## src/rtl/harness_word_serializer_pkg.sv

```systemverilog
// Shared definitions for the single-pin harness word serializer.
//   state_t              : FSM state encoding (IDLE / SHIFT / GAP)
//   DEFAULT_CMD_WIDTH    : width of the point-multiplier command word
//   DEFAULT_RESULT_WIDTH : width of the matching result word
//   clog2()              : ceiling log2, usable in constant expressions
package harness_word_serializer_pkg;

    typedef enum logic [1:0] {
        ST_IDLE  = 2'd0,
        ST_SHIFT = 2'd1,
        ST_GAP   = 2'd2
    } state_t;

    localparam int DEFAULT_CMD_WIDTH    = 286;
    localparam int DEFAULT_RESULT_WIDTH = 567;

    // clog2(0) and clog2(1) both return 0.
    function automatic int clog2(input int value);
        int result;
        result = 0;
        for (int i = 0; i < 32; i++) begin
            if ((64'd1 << result) < 64'(value)) begin
                result = result + 1;
            end
        end
        return result;
    endfunction

endpackage

```

## src/rtl/harness_word_serializer_if.sv

```systemverilog
// Handshake and serial-line bundle between a word source and the serializer.
//   clear         : synchronous abort from the source
//   word_in       : parallel word, WORD_WIDTH bits
//   word_in_valid : word_in carries a word
//   word_in_ready : serializer accepts a word this cycle
//   bit_out       : serial data
//   bit_out_valid : bit_out carries a word bit
//   busy          : serializer not idle
//   done          : pulse with the last bit of a word
interface harness_word_serializer_if
    import harness_word_serializer_pkg::*;
#(
    parameter int WORD_WIDTH = DEFAULT_CMD_WIDTH
) ();

    logic                  clear;
    logic [WORD_WIDTH-1:0] word_in;
    logic                  word_in_valid;
    logic                  word_in_ready;
    logic                  bit_out;
    logic                  bit_out_valid;
    logic                  busy;
    logic                  done;

    modport master (
        output clear, word_in, word_in_valid,
        input  word_in_ready, bit_out, bit_out_valid, busy, done
    );

    modport slave (
        input  clear, word_in, word_in_valid,
        output word_in_ready, bit_out, bit_out_valid, busy, done
    );

endinterface

```

## src/rtl/harness_word_serializer.sv

```systemverilog
// Parallel-to-serial transmitter for the single-pin FPGA harness.
// Accepts a word on valid/ready and shifts it out one bit per clock, MSB
// first by default so a harness deserializer of equal width ends up holding
// the exact word.
// Ports:
//   clk : system clock, rising edge
//   rst : asynchronous active-high reset
//   bus : harness_word_serializer_if.slave (clear, word in, serial out)
//
// state  | meaning
// IDLE   | no word in flight, ready for a new word
// SHIFT  | a word bit is on bit_out; bit_cnt = bits still to follow
// GAP    | enforced idle line between words, gap_cnt cycles remaining
module harness_word_serializer
    import harness_word_serializer_pkg::*;
#(
    parameter int WORD_WIDTH = DEFAULT_CMD_WIDTH,
    parameter int IDLE_GAP   = 0,
    parameter bit LSB_FIRST  = 1'b0
) (
    input logic                     clk,
    input logic                     rst,
    harness_word_serializer_if.slave bus
);

    localparam int BIT_CNT_W = clog2(WORD_WIDTH) + 1;
    localparam int GAP_CNT_W = clog2(IDLE_GAP) + 1;
    localparam logic [BIT_CNT_W-1:0] BIT_CNT_LOAD = BIT_CNT_W'(WORD_WIDTH - 1);
    localparam logic [GAP_CNT_W-1:0] GAP_CNT_LOAD =
        (IDLE_GAP > 0) ? GAP_CNT_W'(IDLE_GAP - 1) : '0;
    localparam bit BACK_TO_BACK = (IDLE_GAP == 0);

    state_t                state, state_n;
    logic [WORD_WIDTH-1:0] shift_reg, shift_n, shifted;
    logic [BIT_CNT_W-1:0]  bit_cnt, bit_cnt_n;
    logic [GAP_CNT_W-1:0]  gap_cnt, gap_cnt_n;
    logic                  bit_out_r, bit_out_n;
    logic                  valid_r, valid_n;
    logic                  done_r, done_n;
    logic                  last_bit;
    logic                  ready;
    logic                  accept;

    always_comb begin
        last_bit = (state == ST_SHIFT) && (bit_cnt == '0);
        // Reload straight out of the last bit keeps the line gapless.
        ready    = ((state == ST_IDLE) || (last_bit && BACK_TO_BACK)) && !bus.clear;
        accept   = bus.word_in_valid && ready;
        shifted  = LSB_FIRST ? (shift_reg >> 1) : (shift_reg << 1);
    end

    always_comb begin
        state_n   = state;
        shift_n   = shift_reg;
        bit_cnt_n = bit_cnt;
        gap_cnt_n = gap_cnt;
        bit_out_n = 1'b0;
        valid_n   = 1'b0;
        done_n    = 1'b0;

        case (state)
            ST_IDLE: begin
            end
            ST_SHIFT: begin
                if (!last_bit) begin
                    shift_n   = shifted;
                    bit_cnt_n = bit_cnt - 1'b1;
                    bit_out_n = LSB_FIRST ? shifted[0] : shifted[WORD_WIDTH-1];
                    valid_n   = 1'b1;
                    done_n    = (bit_cnt == BIT_CNT_W'(1));
                end else if (!BACK_TO_BACK) begin
                    state_n   = ST_GAP;
                    gap_cnt_n = GAP_CNT_LOAD;
                end else begin
                    state_n   = ST_IDLE;
                end
            end
            ST_GAP: begin
                if (gap_cnt == '0) begin
                    state_n = ST_IDLE;
                end else begin
                    gap_cnt_n = gap_cnt - 1'b1;
                end
            end
            default: state_n = ST_IDLE;
        endcase

        // Accept is only possible from IDLE or the last SHIFT cycle, so it
        // overrides whatever exit the case statement chose.
        if (accept) begin
            state_n   = ST_SHIFT;
            shift_n   = bus.word_in;
            bit_cnt_n = BIT_CNT_LOAD;
            bit_out_n = LSB_FIRST ? bus.word_in[0] : bus.word_in[WORD_WIDTH-1];
            valid_n   = 1'b1;
            done_n    = (WORD_WIDTH == 1);
        end

        if (bus.clear) begin
            state_n   = ST_IDLE;
            shift_n   = '0;
            bit_cnt_n = '0;
            gap_cnt_n = '0;
            bit_out_n = 1'b0;
            valid_n   = 1'b0;
            done_n    = 1'b0;
        end
    end

    always_ff @(posedge clk or posedge rst) begin
        if (rst) begin
            state     <= ST_IDLE;
            shift_reg <= '0;
            bit_cnt   <= '0;
            gap_cnt   <= '0;
            bit_out_r <= 1'b0;
            valid_r   <= 1'b0;
            done_r    <= 1'b0;
        end else begin
            state     <= state_n;
            shift_reg <= shift_n;
            bit_cnt   <= bit_cnt_n;
            gap_cnt   <= gap_cnt_n;
            bit_out_r <= bit_out_n;
            valid_r   <= valid_n;
            done_r    <= done_n;
        end
    end

    assign bus.word_in_ready = ready;
    assign bus.bit_out       = bit_out_r;
    assign bus.bit_out_valid = valid_r;
    assign bus.done          = done_r;
    assign bus.busy          = (state != ST_IDLE);

endmodule

```

## src/flat_wrapper.sv

```systemverilog
// flat-port wrapper written by rule: the top's interface ports become plain ports
module harness_word_serializer_flat import harness_word_serializer_pkg::*;
#(
    parameter int WORD_WIDTH = DEFAULT_CMD_WIDTH,
    parameter int IDLE_GAP   = 0,
    parameter bit LSB_FIRST  = 1'b0
)
  (clk, rst, bus_clear, bus_word_in, bus_word_in_valid, bus_word_in_ready, bus_bit_out, bus_bit_out_valid, bus_busy, bus_done);
  harness_word_serializer_if #(.WORD_WIDTH(WORD_WIDTH)) bus_i ();
  input logic clk;
  input logic rst;
  input wire logic [$bits(bus_i.clear)-1:0] bus_clear;
  input wire logic [$bits(bus_i.word_in)-1:0] bus_word_in;
  input wire logic [$bits(bus_i.word_in_valid)-1:0] bus_word_in_valid;
  output wire logic [$bits(bus_i.word_in_ready)-1:0] bus_word_in_ready;
  output wire logic [$bits(bus_i.bit_out)-1:0] bus_bit_out;
  output wire logic [$bits(bus_i.bit_out_valid)-1:0] bus_bit_out_valid;
  output wire logic [$bits(bus_i.busy)-1:0] bus_busy;
  output wire logic [$bits(bus_i.done)-1:0] bus_done;
  assign bus_i.clear = bus_clear;
  assign bus_i.word_in = bus_word_in;
  assign bus_i.word_in_valid = bus_word_in_valid;
  assign bus_word_in_ready = bus_i.word_in_ready;
  assign bus_bit_out = bus_i.bit_out;
  assign bus_bit_out_valid = bus_i.bit_out_valid;
  assign bus_busy = bus_i.busy;
  assign bus_done = bus_i.done;
  harness_word_serializer #(.WORD_WIDTH(WORD_WIDTH), .IDLE_GAP(IDLE_GAP), .LSB_FIRST(LSB_FIRST)) u_core (.clk(clk), .rst(rst), .bus(bus_i));
endmodule
```

## config.mk

```make
export PLATFORM = sky130hd
export DESIGN_NAME = harness_word_serializer_flat
export DESIGN_NICKNAME = d
export VERILOG_FILES = /design/src/rtl/harness_word_serializer_pkg.sv /design/src/rtl/harness_word_serializer_if.sv /design/src/rtl/harness_word_serializer.sv /design/src/flat_wrapper.sv
export SDC_FILE = /design/constraint.sdc
export NUM_CORES = 1
export LEC_CHECK = 0
export CORE_MARGIN = 2
export CORE_UTILIZATION = 52
export DETAILED_ROUTE_END_ITERATION = 7
export GPL_ROUTABILITY_DRIVEN = 0
export HOLD_SLACK_MARGIN = 0.03
export PLACE_DENSITY = 0.79
export SLEW_MARGIN = 20
export SYNTH_ARGS = -nofsm -noshare
export SYNTH_HDL_FRONTEND = slang
export SYNTH_SLANG_ARGS = --single-unit
```

## constraint.sdc

```tcl
create_clock -name clk -period 11.3 [get_ports clk]
set_clock_uncertainty 0.05 [all_clocks]
set_input_delay 2.26 -clock clk [delete_from_list [all_inputs] [get_ports clk]]
set_output_delay 2.26 -clock clk [all_outputs]
set_load 0.02 [all_outputs]
```

# Word-level counts from Yosys, hierarchy flattened
# Cells that the tools add are included.
# totals
regBits	301
in_bits	290
output_inout_bits	5
elab_cells	56
# op_classes
add_sub_neg	2
eq_ne	7
mux	28
reduce_logical	12
# op_table
operator	n
285-bit two-way mux	4
10-bit two-way mux	4
1-bit two-way mux	15
10-bit by 1-bit == test with 1-bit output (second input constant)	1
10-bit zero test	1
10-bit by 1-bit subtractor with 10-bit output (second input constant)	1
2-bit two-way mux	4
2-bit one-hot mux with 3 select lines	1
4-bit by 2-bit != test with 1-bit output (second input constant)	1
4-bit != test (second input constant)	1
2-bit nonzero test	2
1-bit logical AND	3
3-bit by 2-bit != test with 1-bit output (second input constant)	1
3-bit != test (second input constant)	1
3-bit AND reduction	1
3-bit nonzero test	1
2-bit by 1-bit == test with 1-bit output (second input constant)	1
2-bit == test (second input constant)	1
2-bit zero test	1
2-bit AND reduction	1
1-bit zero test	1
1-bit logical OR	1
1-bit subtractor (second input constant)	1

# Logic depth before layout (Yosys ltp)
# Gate-level depths: netlist of run 1.
# logic_depth
depth_word	7
mapped_depth	9
depth_no_buf	6

# Least setup slack after synthesis of run 1
# Ideal clock, no wire load.
# synth_path
path_type	input port to output port
startpoint	in bus_clear
endpoint	out bus_word_in_ready
arrival_time_ps	3120
required_ps	8990
path_slack_ps	5870
path_stages	4
path_buffers	3
path_cell_list	clkbuf_1 -> clkbuf_1 -> clkbuf_1 -> nor2_1
# synth_between
elab_chain_len	2
# synth_lines
item	line	source
start, declared	flat_wrapper.sv:12	input wire logic [$bits(bus_i.clear)-1:0] bus_clear;
1-bit zero test	harness_word_serializer.sv:47	ready = ((state == ST_IDLE) || (last_bit && BACK_TO_BACK)) && !bus.clear;
1-bit logical AND	harness_word_serializer.sv:47	
end, declared	flat_wrapper.sv:15	output wire logic [$bits(bus_i.word_in_ready)-1:0] bus_word_in_ready;
# Every way passes these cells.

# Worst setup path after layout of run 1
# Ends and elaborated chain as after synthesis.

==> out/results.txt, run 1 <==
Status: complete, no violations
Antenna viol nets, final: 0
Die H: 171 µm
CTS Buf Count: 34
WHS: 488 ps
Worst path max stage delay: 570 ps
Leakage: 8.57 nW
Synthesis Warnings: 0
CP cell instances: buf_8, nor2_1, clkdlybuf4s50_1
Root Driver: clkbuf_16
Worst-Margin Slew: 1120 ps
CP max-delay cell: clkdlybuf4s50_1
Fraction of layout cells with a size suffix above 1: 4.44%
Synth Instances: 1,351
DR vias/cell: 5.63
H-Tree Depth: 2
PortBufs: 294
Max-slew violations: 0
Power Dens Cells: 153 nW/µm²
Setup violators final: 0
Utilization after layout: 67.5%
WP data arrival: 3580 ps
Max Buffers Root-to-Sink: 3
Synth Net Count: 1,643
Resized cells post-CTS: 0
Initial DRC count: 775
Hold Crit Class: flip-flop to flip-flop
Site row count: 61
Final net count: 1,848
Hold Buf Count CTS: 0
Min Tclk post-route: 5890 ps
Die area: 29,200 µm²
Grt total ovfl: 0
Die Span X: 171 µm
Mapped Avg Cell Area: 10.7 µm²
Vias in the first global route: 11.0k
RSZ-0062 raised after global routing: false
Startpoint Class: input pin
Setup Buffers After CTS: 0
Max-cap violations: 0
Later-pin clock latency in the skew report: 500 ps
Worst Setup End Kind: output pin
Setup CP Type: input pin to output pin
Drt first pass iters: 5
Slew margin rel.: 25.2%
Routed len/inst: 17.5 µm
Final Cycle Share: 52.1%
CTS clk-pin slew, worst paths: 60 ps
Worst reg-to-reg setup slack: 7470 ps
CTS tree: done
Netlist cell types: 32
Starting Density: 52.5%
First-pass GRT wire length: 55,900 µm
Mapped Area: 14,500 µm²
Worst-case vdd ir drop: 107 µV
Core area: 27,600 µm²
Total Power: 2.85 mW
Hold Fails Final Rpt: 0
WL final: 34,300 µm
Ports: 295
Register area share after synthesis: 51.6%
Setup TNS: 0 ps
Estimated wirelength of the detail-placed design: 21,100 µm
Post-route setup slack: 5410 ps
Initial antenna violation count: 4
Worst slack, placed: 5430 ps
Max FO, Critical Path: 126
Area Overhead vs Synth: 28.6%
DRC: 0
Max Fclk: 0.170 GHz
Yosys reg bits: 299
Clock sink count: 299
Via count: 11.0k
Total Routing Usage GR: 23.4%
Number of flip-flops under the largest register name: 285
CP required: 8990 ps
Largest net degree at the start of global routing: 238
==> report_power, final <==
part / switching (mW) / internal, mW / leakage (nW)
logic: 0.251 / 0.240 / 4.10
registers: 0.0694 / 1.19 / 3.91
clock network: 0.430 / 0.673 / 0.563
==> cell type report <==
type / count / area, µm²
inverter: 6 / 30.0
timing repair buffer: 304 / 3070
clock inverter: 8 / 67.6
clock buffer: 50 / 1060
tap: 378 / 473
antenna: 2 / 5.00
sequential: 299 / 7480
fill: 2213 / 8990
multi-input combinational: 911 / 6450
==> worst max-delay path: cells and delay by family <==
kind | cells | cell delay [ps]
buf+inv | 2 | 1070
simple gates | 1 | 120
==> kinds of logic after synthesis <==
group / synth area share (%)
AND/OR/NAND/NOR: 8.57
adder cells (fa/ha/maj): 0.173
buffers and inverters: 3.91
flip-flops: 51.6
AO/OA/AOI/OAI: 15.9
multiplexers: 19.7
XOR/XNOR: 0.121
==> worst paths after layout <==
path | startpoint | endpoint | cells past startpoint
setup / recovery | bus_clear | bus_word_in_ready | 3
hold / removal | u_core.shift_reg[284] | u_core.bus.bit_out | 2
setup reg to reg | u_core.bit_cnt[0] | u_core.shift_reg[214] | 8
hold reg to reg | u_core.shift_reg[284] | u_core.bus.bit_out | 2
max in group asynchronous | rst | u_core.shift_reg[252] | 3
min in group asynchronous | rst | u_core.shift_reg[156] | 2
==> metal layers <==
| layer | vias up | part of all wire [%] | global-route usage, % |
|---|---|---|---|
| li1 | 5356 | - | - |
| met1 | 5349 | 45 | 32.5 |
| met2 | 263 | 46 | 36.0 |
| met3 | 55 | 7.0 | 6.57 |
| met4 | 4 | 2.4 | 6.78 |
| met5 | - | 0.079 | 0 |
==> cell usage after synthesis <==
library cell  instances  area share, %
o21ai_0               3           0.10
nand3_1               5           0.17
xnor2_1               1          0.060
a31oi_1               1          0.043
buf_1                 6           0.16
a2111oi_0             1          0.060
clkbuf_1             99            2.6
a32oi_1               1          0.060
nand2_1               2          0.052
or4b_2                1          0.069
o311a_1               1          0.069
a221oi_1              1          0.060
nor2_1              288            7.5
o21a_1                2           0.10
nor4_1                4           0.17
dfrtp_1             299             52
xor2_1                1          0.060
a211oi_1            288             15
a21oi_1               6           0.21
or3_1                 1          0.043
or4_1                 3           0.16
ha_1                  2           0.17
o41a_1                1          0.078
o41ai_4               1           0.19
buf_2                30            1.0
o31ai_1               1          0.052
or3b_2                1          0.060
nor3_1                7           0.24
inv_1                 6           0.16
mux2i_1             285             20
nand3b_1              2           0.10
nand2b_1              1          0.043
==> per-stage QoR <==
stage          std cells  cell area (µm²)
2_1_floorplan       1351            14500
3_3_place_gp        1898            17500
3_5_place_dp        1898            17500
4_1_cts             1956            18600
5_1_grt             1957            18600
6_report            1958            18600
==> placed cells by master (no fill, tap or decap), drive strengths merged <==
cell           synthesis  layout
dfrtp                299     299
clkdlybuf4s50          0     292
nor2                 288     288
a211oi               288     288
mux2i                285     285
clkbuf                99      50
buf                   36      12
nor3                   7       7
a21oi                  6       6
clkinv                 0       6
inv                    6       6
nand3                  5       5
nor4                   4       4
or4                    3       3
o21ai                  3       3
diode                  0       2
nand3b                 2       2
nand2                  2       2
o21a                   2       2
ha                     2       2
or3b                   1       1
o41ai                  1       1
o41a                   1       1
or4b                   1       1
nand2b                 1       1
xnor2                  1       1
or3                    1       1
a31oi                  1       1
o311a                  1       1
xor2                   1       1
o31ai                  1       1
a2111oi                1       1
a221oi                 1       1
a32oi                  1       1
clkinvlp               0       1
bufinv                 0       1
Note: power is estimated with default switching activity, not from simulation.
==> inputs of run 2 (changes only) <==
clock period = 6.1 ns   (was 11.3 ns; I/O delays follow)
==> out/results.txt, run 2 (synthesis gave the netlist of run 1 again) <==
Area Overhead vs Synth: 28.9%
Critical Path Stages: 6 (+3)
Ports: 295 (unchanged)
CP cell instances: inv_1, ha_1, or3b_2, o41a_1, nor2_1, clkdlybuf4s50_1
Max Buffers Root-to-Sink: 3 (unchanged)
Hold Crit Start: u_core.shift_reg[284]
First-pass GRT wire length: 55,300 µm (-1.1%)
Initial DRC count: 877 (+13%)
Min Tclk post-route: 4400 ps
Largest net degree at the start of global routing: 287 (+21%)
Routed len/inst: 17.5 µm (-0.44%)
Clock sink count: 299 (unchanged)
Sequential power share: 43.9% (-0.2 points)
Max Fclk: 0.227 GHz
Status: complete, no violations
Setup CP Type: flip-flop to output pin
Via count: 11.0k (-0.10%)
Hold Crit Class: flip-flop to flip-flop
Final net count: 1,849 (+0.054%)
Resized cells post-CTS: 0 (unchanged)
WHS: 483 ps (-4.90 ps)
Startpoint Class: flip-flop
Die Span X: 171 µm (unchanged)
Antenna viol nets, final: 0 (unchanged)
Worst-case vdd ir drop: 197 µV (+84%)
Commonest non-fill, non-tap cell in the layout: dfrtp_1
Dpl cell area: 17,500 µm² (+0.26%)
Final Cycle Share: 72.2%
Crit path buffers/inverters: 2 (unchanged)
CTS tree: done
Max-slew violations: 0 (unchanged)
Crit-path leading delay family: buffers and inverters
Total Power: 5.31 mW (+86%)
H-Tree Depth: 2 (unchanged)
Int Power: 3.92 mW (+87%)
Core area: 27,600 µm² (unchanged)
Worst path max stage delay: 660 ps (+90 ps)
Worst-Margin Slew: 1090 ps (-31.7 ps)
Switch Pwr: 1.39 mW (+85%)
Worst Setup End Kind: output pin
# fillers: 2,199 (-0.63%)
R2R depth: 5 (-3)
CP max-delay cell: clkdlybuf4s50_1
Drt first pass iters: 4 (-1)
DR vias/cell: 5.62 (-0.15%)
Setup TNS: 0 ps (unchanged)
Vias in the first global route: 11.0k (-0.83%)
Site row count: 61 (unchanged)
PortBufs: 294 (unchanged)
DRC: 0 (unchanged)
Leakage: 8.59 nW (+0.16%)
Utilization after layout: 67.6% (+0.18 points)
Initial antenna violation count: 2 (-2)
CTS clk-pin slew, worst paths: 60 ps (about the same)
Comb power frac: 17.0% (-0.2 points)
Hold Path Depth: 2 (unchanged)
Die area: 29,200 µm² (unchanged)
Estimated wirelength of the detail-placed design: 20,600 µm (-2.5%)
Total Routing Usage GR: 23.0% (-0.38 points)
CP required: 4830 ps (-4160 ps)
Start point of the critical path: u_core.bit_cnt[0]
Max-cap violations: 0 (unchanged)
Later-pin clock latency in the skew report: 500 ps (about the same)
Setup Buffers After CTS: 0 (unchanged)
WP data arrival: 3130 ps (-450 ps)
Hold Buf Count CTS: 0 (unchanged)
RSZ-0062 raised after global routing: false
Number of flip-flops under the largest register name: 285 (unchanged)
Root Driver: clkbuf_16
Max FO, Critical Path: 15 (-88%)
Fraction of layout cells with a size suffix above 1: 4.24% (-0.20 points)
Setup violators final: 0 (unchanged)
WL final: 34,200 µm (-0.39%)
Slew margin rel.: 27.4% (+2.1 points)
Grt total ovfl: 0 (unchanged)
Reg-to-reg startpoint: u_core.bit_cnt[4]
Switching part of the total: 26.1% (-0.17 points)
Post-route cell area: 18,700 µm² (+0.26%)
Die H: 171 µm (unchanged)
CTS Buf Count: 35 (+2.9%)
Most frequent cells in the layout: 299 x dfrtp_1, 292 x clkdlybuf4s50_1, 288 x nor2_1, 288 x a211oi_1, 285 x mux2i_1
Starting Density: 52.5% (unchanged)
Power Dens Cells: 284 nW/µm² (+86%)
Hold Fails Final Rpt: 0 (unchanged)
Clk network pwr share: 39.0% (+0.3 points)
-- run 2: cell types whose count changed in the layout (fill, tap and decap cells not counted) --
cell,change
buf_12,+4
clkinv_2,-1
buf_4,-3
inv_8,-1
diode_2,-1
clkbuf_8,-2
buf_6,-1
bufinv_16,+1
clkbuf_1,+5
-- run 2: through the flow --
step / instances / setup slack, ps
after floorplan: 1351 / 857
after global placement: 1898 / 2210
after detailed placement: 1898 / 2210
after CTS: 1958 / 1650
after global routing: 1958 / 1500
final: 1959 / 1700
-- run 2: final cells by class --
cell class / instances / area, µm² / area share, %
repair buffers: 304 / 3120 / 16.7
clock buffers: 53 / 1060 / 5.65
diodes: 1 / 2.50 / 0.0134
well taps: 378 / 473 / 2.53
inverters: 6 / 26.3 / 0.141
flip-flops and latches: 299 / 7480 / 40.0
multi-input cells: 911 / 6450 / 34.5
clock inverters: 7 / 85.1 / 0.455
-- run 2: final timing paths --
| path | endpoint | slack (ps) |
|---|---|---|
| min reg2reg | u_core.bus.bit_out | 480 |
| max | bus_word_in_ready | 1700 |
| min in group asynchronous | u_core.shift_reg[153] | 1220 |
| max in group asynchronous | u_core.shift_reg[9] | 3910 |
| max reg2reg | u_core.shift_reg[105] | 2740 |
| min | u_core.bus.bit_out | 480 |
-- run 2: power by group through the flow --
| stage | Combinational [mW] | Sequential (mW) | Clock (mW) |
|---|---|---|---|
| after floorplan | 0.615 | 2.33 | 0 |
| after global placement | 0.886 | 2.35 | 0 |
| after detailed placement | 0.908 | 2.36 | 0 |
| after CTS | 0.915 | 2.33 | 2.12 |
| after global routing | 1.01 | 2.36 | 2.21 |
| final | 0.905 | 2.33 | 2.07 |
-- run 2: tightest hold or removal path, stage by stage (launching register included) --
cell	delay (ps)
dfrtp_1	370
nand2_1	60
a21oi_1	50
-- run 2: metal layers --
layer  GRT usage [%]  up-vias  routed length (µm)
met3            6.66       58                2580
li1                -     5366                   -
met4            6.85        2                 865
met5               0        -                  13
met1            31.8     5321               15200
met2            35.3      269               15600
